$ cat src/rtl/mux_tree_pipe.sv
// Pipelined N:1 multiplexer tree with one register stage per tree level and valid/ready flow.
// Optional round-robin auto-scan of the select is enabled with `define MUX_TREE_SCAN_EN.
module mux_tree_pipe #(
  parameter int unsigned N = 8,
  parameter int unsigned W = 1,
  localparam int unsigned LOG2N = $clog2(N)
) (
  input  logic             clk,
  input  logic             rst_n,
  input  logic [N*W-1:0]   in_data,
  input  logic [LOG2N-1:0] in_sel,
  input  logic             in_valid,
  output logic             in_ready,
  output logic [W-1:0]     out_data,
  output logic [LOG2N-1:0] out_sel,
  output logic             out_valid,
  input  logic             out_ready
`ifdef MUX_TREE_SCAN_EN
  ,
  input  logic             scan_mode
`endif
);

  logic             w_advance;
  logic [LOG2N-1:0] w_eff_sel;

  // The whole pipeline moves or holds as one; bubbles are never squeezed out.
  assign w_advance = out_ready | ~out_valid;
  assign in_ready  = w_advance;

`ifdef MUX_TREE_SCAN_EN
  logic [LOG2N-1:0] r_scan_cnt;

  always_ff @(posedge clk or negedge rst_n) begin
    if (!rst_n) begin
      r_scan_cnt <= '0;
    end else if (scan_mode && in_valid && w_advance) begin
      r_scan_cnt <= r_scan_cnt + 1'b1;
    end
  end

  assign w_eff_sel = scan_mode ? r_scan_cnt : in_sel;
`else
  assign w_eff_sel = in_sel;
`endif

  for (genvar k = 0; k < LOG2N; k++) begin : g_lvl
    localparam int unsigned M = N >> (k + 1);

    logic [2*M*W-1:0] w_src_data;
    logic [LOG2N-1:0] w_src_sel;
    logic             w_src_valid;
    logic [M*W-1:0]   w_mux;
    logic [M*W-1:0]   r_data;
    logic [LOG2N-1:0] r_sel;
    logic             r_valid;

    if (k == 0) begin : g_head
      assign w_src_data  = in_data;
      assign w_src_sel   = w_eff_sel;
      assign w_src_valid = in_valid;
    end else begin : g_body
      assign w_src_data  = g_lvl[k-1].r_data;
      assign w_src_sel   = g_lvl[k-1].r_sel;
      assign w_src_valid = g_lvl[k-1].r_valid;
    end

    // Level k decodes select bit k: LSB-first, upper element of each pair on 1.
    always_comb begin
      w_mux = '0;
      for (int unsigned j = 0; j < M; j++) begin
        w_mux[j*W +: W] = w_src_sel[k] ? w_src_data[(2*j+1)*W +: W] : w_src_data[2*j*W +: W];
      end
    end

    always_ff @(posedge clk or negedge rst_n) begin
      if (!rst_n) begin
        r_data  <= '0;
        r_sel   <= '0;
        r_valid <= 1'b0;
      end else if (w_advance) begin
        r_data  <= w_mux;
        r_sel   <= w_src_sel;
        r_valid <= w_src_valid;
      end
    end
  end

  assign out_data  = g_lvl[LOG2N-1].r_data;
  assign out_sel   = g_lvl[LOG2N-1].r_sel;
  assign out_valid = g_lvl[LOG2N-1].r_valid;

endmodule

$ cat config.mk
export PLATFORM = sky130hd
export DESIGN_NAME = mux_tree_pipe
export DESIGN_NICKNAME = d
export VERILOG_FILES = /design/src/rtl/mux_tree_pipe.sv
export SDC_FILE = /design/constraint.sdc
export NUM_CORES = 1
export LEC_CHECK = 0
export ABC_AREA = 1
export ABC_CLOCK_PERIOD_IN_PS = 2500
export CAP_MARGIN = 15
export CORE_MARGIN = 2
export CORE_UTILIZATION = 23
export DETAILED_ROUTE_END_ITERATION = 8
export GPL_ROUTABILITY_DRIVEN = 0
export SETUP_SLACK_MARGIN = 0.15
export SLEW_MARGIN = 15
export SYNTH_ARGS = -nofsm -noshare
export SYNTH_HDL_FRONTEND = slang
export SYNTH_SLANG_ARGS = --single-unit
$ cat constraint.sdc
create_clock -name clk -period 2.5 [get_ports clk]
set_clock_uncertainty 0.2 [all_clocks]
set_input_delay 0.5 -clock clk [delete_from_list [all_inputs] [get_ports clk]]
set_output_delay 0.5 -clock clk [all_outputs]
set_load 0.03 [all_outputs]
==> results of run 1 <==
==> metal layers <==
layer	share of wire [%]	up-vias	global-route usage [%]
li1	-	355	-
met3	6.1	5	2.43
met1	48	291	10.0
met5	0	-	0
met2	44	20	14.8
met4	2.6	0	4.79
==> metrics by stage <==
step / instance area, sq um / hold WS (ns) / utilization, % / power [mW] / instances
6_report: 1130 / 0.252 / 31.5 / 1.07 / 177
5_1_grt: 1130 / 0.294 / 31.5 / 1.16 / 177
4_1_cts: 1130 / 0.258 / 31.5 / 1.08 / 177
3_5_place_dp: 1090 / 0.240 / 30.2 / 0.869 / 173
3_3_place_gp: 1090 / 0.228 / 30.2 / 0.860 / 173
2_1_floorplan: 851 / 0.00441 / - / 0.732 / 106
==> registers in the layout, indices dropped and copies added, names as in the netlist <==
name / cells
g_lvl.r_sel: 6
out_valid: 1
out_data: 1
g_lvl.r_data: 6
g_lvl.r_valid: 2
out_sel: 3
==> logic make-up (layout without fill, tap and decap cells) <==
| family | after synthesis | count (layout) |
|---|---|---|
| buffers and inverters | 24 | 47 |
| AO/OA/AOI/OAI | 8 | 8 |
| AND/OR/NAND/NOR | 55 | 55 |
| flip-flops | 19 | 19 |
==> layout make-up <==
type                    instances  area, sq um
multi-input cells              63          263
clock buffers                   4         45.0
inverters                      21         78.8
flip-flops and latches         19          475
repair buffers                 22          213
well taps                      48         60.1
fillers                       398         2470
==> worst min path at each step <==
stage / depth (start not counted) / endpoint / slack, ns
finish: 2 / out_valid / 0.25
global placement: 2 / out_valid / 0.23
floorplan: 0 / g_lvl[0].r_data[0] / 0.004
detailed placement: 2 / out_valid / 0.24
global route: 2 / g_lvl[0].r_data[3] / 0.29
CTS: 2 / out_valid / 0.26
==> critical path, delay by kind of cell <==
kind / cells / cell delay (ns)
and+or+nand+nor: 1 / 0.08
buffers and inverters: 3 / 0.74
==> power groups by stage <==
stage	clock network (mW)	logic (mW)	registers [mW]
after floorplan	0	0.188	0.544
after detailed placement	0	0.391	0.478
after global placement	0	0.385	0.475
after global routing	0.232	0.442	0.487
final	0.213	0.388	0.469
after CTS	0.218	0.394	0.473
==> placed cells by master (no fill, tap or decap), drive strengths merged <==
cell type	Yosys	layout
dfrtp	19	19
o21ai	8	8
clkbuf	0	4
nand2	47	47
inv	21	21
clkdlybuf4s50	0	19
nand3	7	7
nor2	1	1
buf	3	3
==> run summary, run 1 <==
Die footprint - 4200 sq um
Worst R2R Start - out_valid
Final period utilization - 80.9%
Post-synth EDFFs - 0
Syn nets - 121
Worst setup EP type - primary output
Hpwl dp - 1100 um
Min cycle time layout - 2.02 ns
Crit path cell chain - clkdlybuf4s50_1, inv_1, nand2_1, buf_4
Via/cell ratio - 3.79
Root buf cell - clkbuf_8
Global-route wire length before repair - 2790 um
Switching power - 384 uW
Antenna-violating nets left - 0
Clock net sink count - 19
Status - finished, final reports clean
Synth warn - 0
Die Y - 64.8 um
Max-slew headroom at the worst pin - 75.5%
Largest net degree at the start of global routing - 20
Critical path's slowest cell - clkdlybuf4s50_1
Startpoint Class - input port
Hold-fix buffers, CTS - 0
Std cell rows - 22
Total global-route track usage - 8.80%
Final #Nets - 145
Port Buffers - 20
CP max FO - 2
DRT Pass-1 Iters - 4
Hold Crit Class - flip-flop to flip-flop
Post-CTS Setup Repair Bufs - 0
Initial Utilization - 23.6%
Data required time at the worst endpoint - 1.80 ns
Iter 0 DRT Violations - 11
Most common cell in the synthesized netlist - nand2_1
Simple-gate share of the synthesized area - 26.2%
Sequential area share after synthesis - 55.9%
Clock transition at path regs - 0.07 ns
Final Hold Viols - 0
Clk pwr share - 19.9%
Synth top area share - 55.9%
Syn Inst Count - 106
CTS tree - done
Mux cell area share after synthesis - 0%
Vias in the first global route - 645
Post-Syn Area - 851 sq um
Critical path data arrival time - 1.32 ns
Fmax - 495 MHz
Worst IR Drop VDD - 0.000241 V
Reg2reg setup slack - 1.28 ns
Routed len/inst - 8.67 um
I/O pin cnt - 21
Post-Synth XOR/XNOR Area - 0%
Setup TNS - 0 ns
Post-route DRC - 0
Layout cell share with drive strength beyond 1 - 5.43%
Main combinational cell family by area after synthesis - simple AND/OR/NAND/NOR gates
Area of the core - 3610 sq um
Resize count post-CTS - 0
Share of power burned in registers - 43.9%
LEAKAGE - 0.596 nW
CTS Buf Count - 3
R2R depth - 3
Internal - 686 uW
Crit Path Class - input port to primary output
Adder-Cell Fraction of Synth Area - 0%
Switching Share - 35.9%
Crit path launch - out_ready
Main synth FF type - dfrtp_1
Slew @ Worst Pin - 0.366 ns
DP Worst Slack - 0.478 ns
CTS Buffer Depth - 2
GRT overflow - 0
Setup violations, final - 0
Min-delay src - g_lvl[1].r_valid
Synth Area in Compound Gates - 4.71%
Slew Limit Fails - 0
#FFs+latches synth - 19
Antenna fix cells - 0
Die width - 64.8 um
Avg Inst Size Synth - 8.03 sq um
Via count - 671
P&R area growth vs syn - 33.4%
Pwr/cell area - 943 nW/um^2
Synth top area cells - dfrtp_1 56%, nand2_1 21%, inv_1 9.3%
H-tree Lvls - 1
Max-cap check violation count - 0
Distinct cells, synth - 7
Cell taking the most area after synthesis - dfrtp_1
Initial antenna violation count - 0
RSZ-0062 raised after global routing - no
Clock Latency Late Sink - 0.26 ns
Comb pwr share - 36.2%
Most common library cells after synthesis - 47 x nand2_1, 21 x inv_1, 19 x dfrtp_1
Total Wirelength - 1530 um
Slowest cell delay on critical path - 0.52 ns
Setup ws final - 0.479 ns
Worst setup path endpoint - in_ready
FFs w/ async S/R, synth - 100%
RR Endpoint - g_lvl[0].r_sel[0]
Power figures use the tool's default switching activity.
==> inputs of run 2 (changes only) <==
Settings changed: ABC_CLOCK_PERIOD_IN_PS 2500 to 1800.
Clock period 2.5 ns to 1.8 ns, I/O delays scaled along.
==> run 2 against run 1 <==
Against the previous run: power is 39% higher; worst hold slack got worse by 0.025 ns; global-route usage barely moved; combinational power up 39%; count of clock-buffer cells in the layout decreased by 1; critical path depth shrank 3; critical endpoint is now out_valid; largest power group unchanged; highest routed layer unchanged.
==> run summary, run 2 (same netlist as run 1, synthesis figures left out) <==
Min cycle time layout - 1.58 ns
CTS Buffer Depth - 2 (unchanged)
Area of the core - 3610 sq um (unchanged)
Clock Latency Late Sink - 0.26 ns (about the same)
Commonest non-fill, non-tap cell in the layout - nand2_1 (unchanged)
Hold Crit Class - input port to async pin (was flip-flop to flip-flop)
Antenna fix cells - 0 (unchanged)
Total global-route track usage - 8.83% (was 8.80%)
Most frequent cells in the layout - 46 x nand2_1, 21 x inv_1, 19 x dfrtp_1, 13 x clkdlybuf4s50_1, 8 x o21ai_0 (was 47 x nand2_1, 21 x inv_1, 19 x dfrtp_1, 19 x clkdlybuf4s50_1, 8 x o21ai_0)
Worst setup EP type - primary output (unchanged)
Fmax - 633 MHz
Slew Limit Fails - 0 (unchanged)
Setup violations, final - 0 (unchanged)
Crit Path Class - flip-flop to primary output (was input port to primary output)
Total Wirelength - 1540 um (was 1530 um)
CP max FO - 3 (was 2)
Final Hold Viols - 0 (unchanged)
Pwr/cell area - 1280 nW/um^2 (was 943 nW/um^2)
Post-route DRC - 0 (unchanged)
Via/cell ratio - 3.80 (was 3.79)
CP bufs+invs - 1 (was 3)
Iter 0 DRT Violations - 6 (was 11)
Overall power - 1.48 mW (was 1.07 mW)
Clock net sink count - 19 (unchanged)
Std cell rows - 22 (unchanged)
Vias in the first global route - 702 (was 645)
Die Y - 64.8 um (unchanged)
Initial Utilization - 23.6% (unchanged)
Worst IR Drop VDD - 0.000407 V (was 0.000241 V)
Initial antenna violation count - 0 (unchanged)
Port Buffers - 20 (unchanged)
Slowest cell delay on critical path - 0.38 ns (was 0.52 ns)
Antenna-violating nets left - 0 (unchanged)
LEAKAGE - 0.625 nW (was 0.596 nW)
Status - finished, final reports clean (unchanged)
Final #Nets - 147 (was 145)
Via count - 680 (was 671)
Critical path data arrival time - 1.02 ns (was 1.32 ns)
Die footprint - 4200 sq um (unchanged)
Setup TNS - 0 ns (unchanged)
I/O pin cnt - 21 (unchanged)
Hpwl dp - 1150 um (was 1100 um)
CTS Buf Count - 3 (unchanged)
Critical path's slowest cell - dfrtp_1 (was clkdlybuf4s50_1)
Max-cap check violation count - 0 (unchanged)
Final period utilization - 87.7%
Clock transition at path regs - 0.07 ns (about the same)
Max-slew headroom at the worst pin - 79.9% (was 75.5%)
Startpoint Class - flip-flop (was input port)
Crit path cell chain - clkdlybuf4s15_1 (was clkdlybuf4s50_1, inv_1, nand2_1, buf_4)
Root buf cell - clkbuf_8 (unchanged)
Largest net degree at the start of global routing - 20 (unchanged)
CTS tree - done (unchanged)
Reg2reg setup slack - 0.62 ns (was 1.28 ns)
Die width - 64.8 um (unchanged)
P&R area growth vs syn - 36.8% (was 33.4%)
Global-route wire length before repair - 2880 um (was 2790 um)
GRT overflow - 0 (unchanged)
RSZ-0062 raised after global routing - no (unchanged)
H-tree Lvls - 1 (unchanged)
Largest delay share family, worst path - flip-flops (was buffers and inverters)
DRT Pass-1 Iters - 4 (unchanged)
Slew @ Worst Pin - 0.303 ns (was 0.366 ns)
Routed len/inst - 8.62 um (was 8.67 um)
Layout cell share with drive strength beyond 1 - 8.40% (was 5.43%)
Data required time at the worst endpoint - 1.24 ns (was 1.80 ns)
run 2: final timing paths:
check                                  from                 end  cells after the start
max in group asynchronous             rst_n          out_sel[0]                      2
min in group clk           g_lvl[1].r_valid           out_valid                      2
hold / removal                        rst_n  g_lvl[0].r_data[1]                      2
setup / recovery                  out_valid           out_valid                      1
hold reg to reg            g_lvl[1].r_valid           out_valid                      2
setup reg to reg                  out_valid            out_data                      4
run 2: what timing repair did:
item                                    in CTS  in global routing
endpoints found under the setup margin       6                  1
hold buffers                                 0                  0
buffers inserted                             0                  0
resized for setup                            8                  1
run 2: where the power goes:
group          internal, mW  switching [mW]
Sequential            0.578          0.0732
Combinational         0.206           0.335
Clock                 0.154           0.138
run 2: cell type report:
class	count	area [sq um]
multi-input cells	63	265
clock buffers	3	41.3
well taps	48	60.1
fillers	393	2440
repair buffers	24	238
clock inverters	1	5.00
flip-flops and latches	19	475
inverters	21	78.8
run 2: layer usage:
layer / wire, um / up-vias / global-route usage (%)
met5: 0 / - / 0
met4: 26 / 0 / 4.79
met3: 90 / 4 / 2.26
met2: 708 / 19 / 14.9
met1: 718 / 294 / 10.1
li1: - / 363 / -
run 2: metrics by stage:
| stage | cell area, sq um | cells | hold WS (ns) | utilization [%] | setup WS [ns] |
|---|---|---|---|---|---|
| floorplan | 851 | 106 | -0.136 | - | 0.424 |
| global placement | 1120 | 175 | 0.228 | 31.0 | 0.0945 |
| detailed placement | 1120 | 175 | 0.237 | 31.0 | 0.113 |
| CTS | 1160 | 179 | 0.240 | 32.2 | 0.181 |
| global route | 1160 | 179 | 0.257 | 32.3 | 0.174 |
| finish | 1160 | 179 | 0.227 | 32.3 | 0.221 |
==> inputs of run 3 (changes only) <==
Settings changed: CELL_PAD_IN_SITES_DETAIL_PLACEMENT set to 1, CELL_PAD_IN_SITES_GLOBAL_PLACEMENT set to 2, PLACE_DENSITY_LB_ADDON set to 0.1.
==> run 3 against run 2 <==
Against the previous run: via count is 2.6% higher; die area stayed put; fmax is 0.31% lower; critical path type unchanged; clock power rose by 4%; sequential share of layout area down 0.088 points; first-iteration DRC count rose to 3.2 times the previous value; power grew 0.40%; largest power group unchanged.
==> run summary, run 3 (same netlist as run 1, synthesis figures left out) <==
GRT overflow - 0 (unchanged)
Std cell rows - 22 (unchanged)
Max-slew headroom at the worst pin - 79.6% (was 79.9%)
Largest net degree at the start of global routing - 20 (unchanged)
Layout cell share with drive strength beyond 1 - 8.40% (unchanged)
H-tree Lvls - 1 (unchanged)
RSZ-0062 raised after global routing - no (unchanged)
Die footprint - 4200 sq um (unchanged)
Min cycle time layout - 1.58 ns (about the same)
Most frequent cells in the layout - 46 x nand2_1, 21 x inv_1, 19 x dfrtp_1, 13 x clkdlybuf4s50_1, 8 x o21ai_0 (unchanged)
R2R depth - 4 (unchanged)
Critical path data arrival time - 1.02 ns (about the same)
Max-cap check violation count - 0 (unchanged)
Final Hold Viols - 0 (unchanged)
Die width - 64.8 um (unchanged)
CTS Buffer Depth - 2 (unchanged)
Startpoint Class - flip-flop (unchanged)
Clock transition at path regs - 0.08 ns (was 0.07 ns)
Setup violations, final - 0 (unchanged)
Crit path launch - out_valid (unchanged)
Post-route DRC - 0 (unchanged)
Slew Limit Fails - 0 (unchanged)
Global-route wire length before repair - 2940 um (was 2880 um)
Met3 routed WL - 90 um (unchanged)
Antenna fix cells - 0 (unchanged)
Via/cell ratio - 3.90 (was 3.80)
Initial antenna violation count - 0 (unchanged)
Crit path cell chain - clkdlybuf4s15_1 (unchanged)
Initial Utilization - 23.6% (unchanged)
DP Area - 1120 sq um (unchanged)
Final #Nets - 147 (unchanged)
CP bufs+invs - 1 (unchanged)
Largest delay share family, worst path - flip-flops (unchanged)
LEAKAGE - 0.621 nW (was 0.625 nW)
Port Buffers - 20 (unchanged)
Clock net sink count - 19 (unchanged)
Hpwl dp - 1230 um (was 1150 um)
Slew @ Worst Pin - 0.306 ns (was 0.303 ns)
Worst IR Drop VDD - 0.000245 V (was 0.000407 V)
Commonest non-fill, non-tap cell in the layout - nand2_1 (unchanged)
Total Wirelength - 1710 um (was 1540 um)
Antenna-violating nets left - 0 (unchanged)
Wire length on met2 - 805 um (was 708 um)
Die Y - 64.8 um (unchanged)
Setup TNS - 0 ns (unchanged)
Highest Signal Layer - met4 (unchanged)
P&R area growth vs syn - 37.1% (was 36.8%)
Finished Layout Cells - 179 (unchanged)
Critical path's slowest cell - dfrtp_1 (unchanged)
Worst R2R Start - out_valid (unchanged)
CTS Buf Count - 3 (unchanged)
Root buf cell - clkbuf_8 (unchanged)
Data required time at the worst endpoint - 1.24 ns (about the same)
Design area - 1170 sq um (was 1160 sq um)
Total global-route track usage - 9.29% (was 8.83%)
Crit Path Class - flip-flop to primary output (unchanged)
Status - finished, final reports clean (unchanged)
Slowest cell delay on critical path - 0.39 ns (was 0.38 ns)
Clock Latency Late Sink - 0.26 ns (about the same)
Routed len/inst - 9.55 um (was 8.62 um)
I/O pin cnt - 21 (unchanged)
Final period utilization - 88.0% (was 87.7%)
Area of the core - 3610 sq um (unchanged)
RR Endpoint - g_lvl[0].r_sel[1] (was out_data)
Cells after DPL - 175 (unchanged)
Fmax - 631 MHz (was 633 MHz)
Post-CTS Setup Repair Bufs - 0 (unchanged)
Fin util - 32.3% (about the same)
Worst setup EP type - primary output (unchanged)
Reg2reg setup slack - 0.64 ns (was 0.62 ns)
DRT met1 WL - 768 um (was 718 um)
Layout fillers - 460 (was 393)
Overall power - 1.49 mW (was 1.48 mW)
Iter 0 DRT Violations - 19 (was 6)
Hold Crit Class - input port to async pin (unchanged)
CP max FO - 3 (unchanged)
DRT Pass-1 Iters - 4 (unchanged)
Vias in the first global route - 698 (was 702)
CTS tree - done (unchanged)
Pwr/cell area - 1280 nW/um^2 (about the same)
Via count - 698 (was 680)
[run 3: changes by cell type in the layout (fill, tap and decap cells not counted), sizes merged]
cell and change:
clkinv -1, clkinvlp +1
[run 3: report_power, final]
group	internal, mW	switching (mW)	leakage, nW
Sequential	0.578	0.0739	0.228
Clock	0.156	0.148	0.0217
Combinational	0.206	0.329	0.372
Total	0.940	0.550	0.621
[run 3: stage by stage]
step | hold WS (ns) | setup WS (ns)
after floorplan | -0.136 | 0.424
after global placement | 0.232 | 0.115
after detailed placement | 0.241 | 0.107
after CTS | 0.242 | 0.173
after global routing | 0.246 | 0.172
final | 0.231 | 0.216
[run 3: repair_timing]
action / 4_1_cts / 5_1_grt
endpoints found under the setup margin: 6 / 1
hold buffers: 0 / 0
endpoints found under the hold margin: 0 / 0
resized for setup: 8 / 1
[run 3: layout make-up]
class,instances,area [sq um],share of cell area [%]
Multi-Input combinational cell,63,265,22.7
Sequential cell,19,475,40.8
Inverter,21,78.8,6.76
Timing Repair Buffer,24,238,20.4
Clock buffer,3,41.3,3.54
Clock inverter,1,7.51,0.644
Tap cell,48,60.1,5.15
[run 3: per-layer routing]
layer  up-vias  track usage [%]
met5         -                0
met4         0             6.38
met3         5             1.56
met2        21             16.4
met1       309             10.1
li1        363                -
[run 3: worst max-delay path by stage]
| stage | to | slack [ns] | cells past startpoint |
|---|---|---|---|
| 6_report | out_valid | 0.22 | 1 |
| 4_1_cts | out_valid | 0.17 | 1 |
| 3_5_place_dp | in_ready | 0.11 | 4 |
| 3_3_place_gp | in_ready | 0.12 | 4 |
| 2_1_floorplan | in_ready | 0.42 | 2 |
| 5_1_grt | out_valid | 0.17 | 1 |
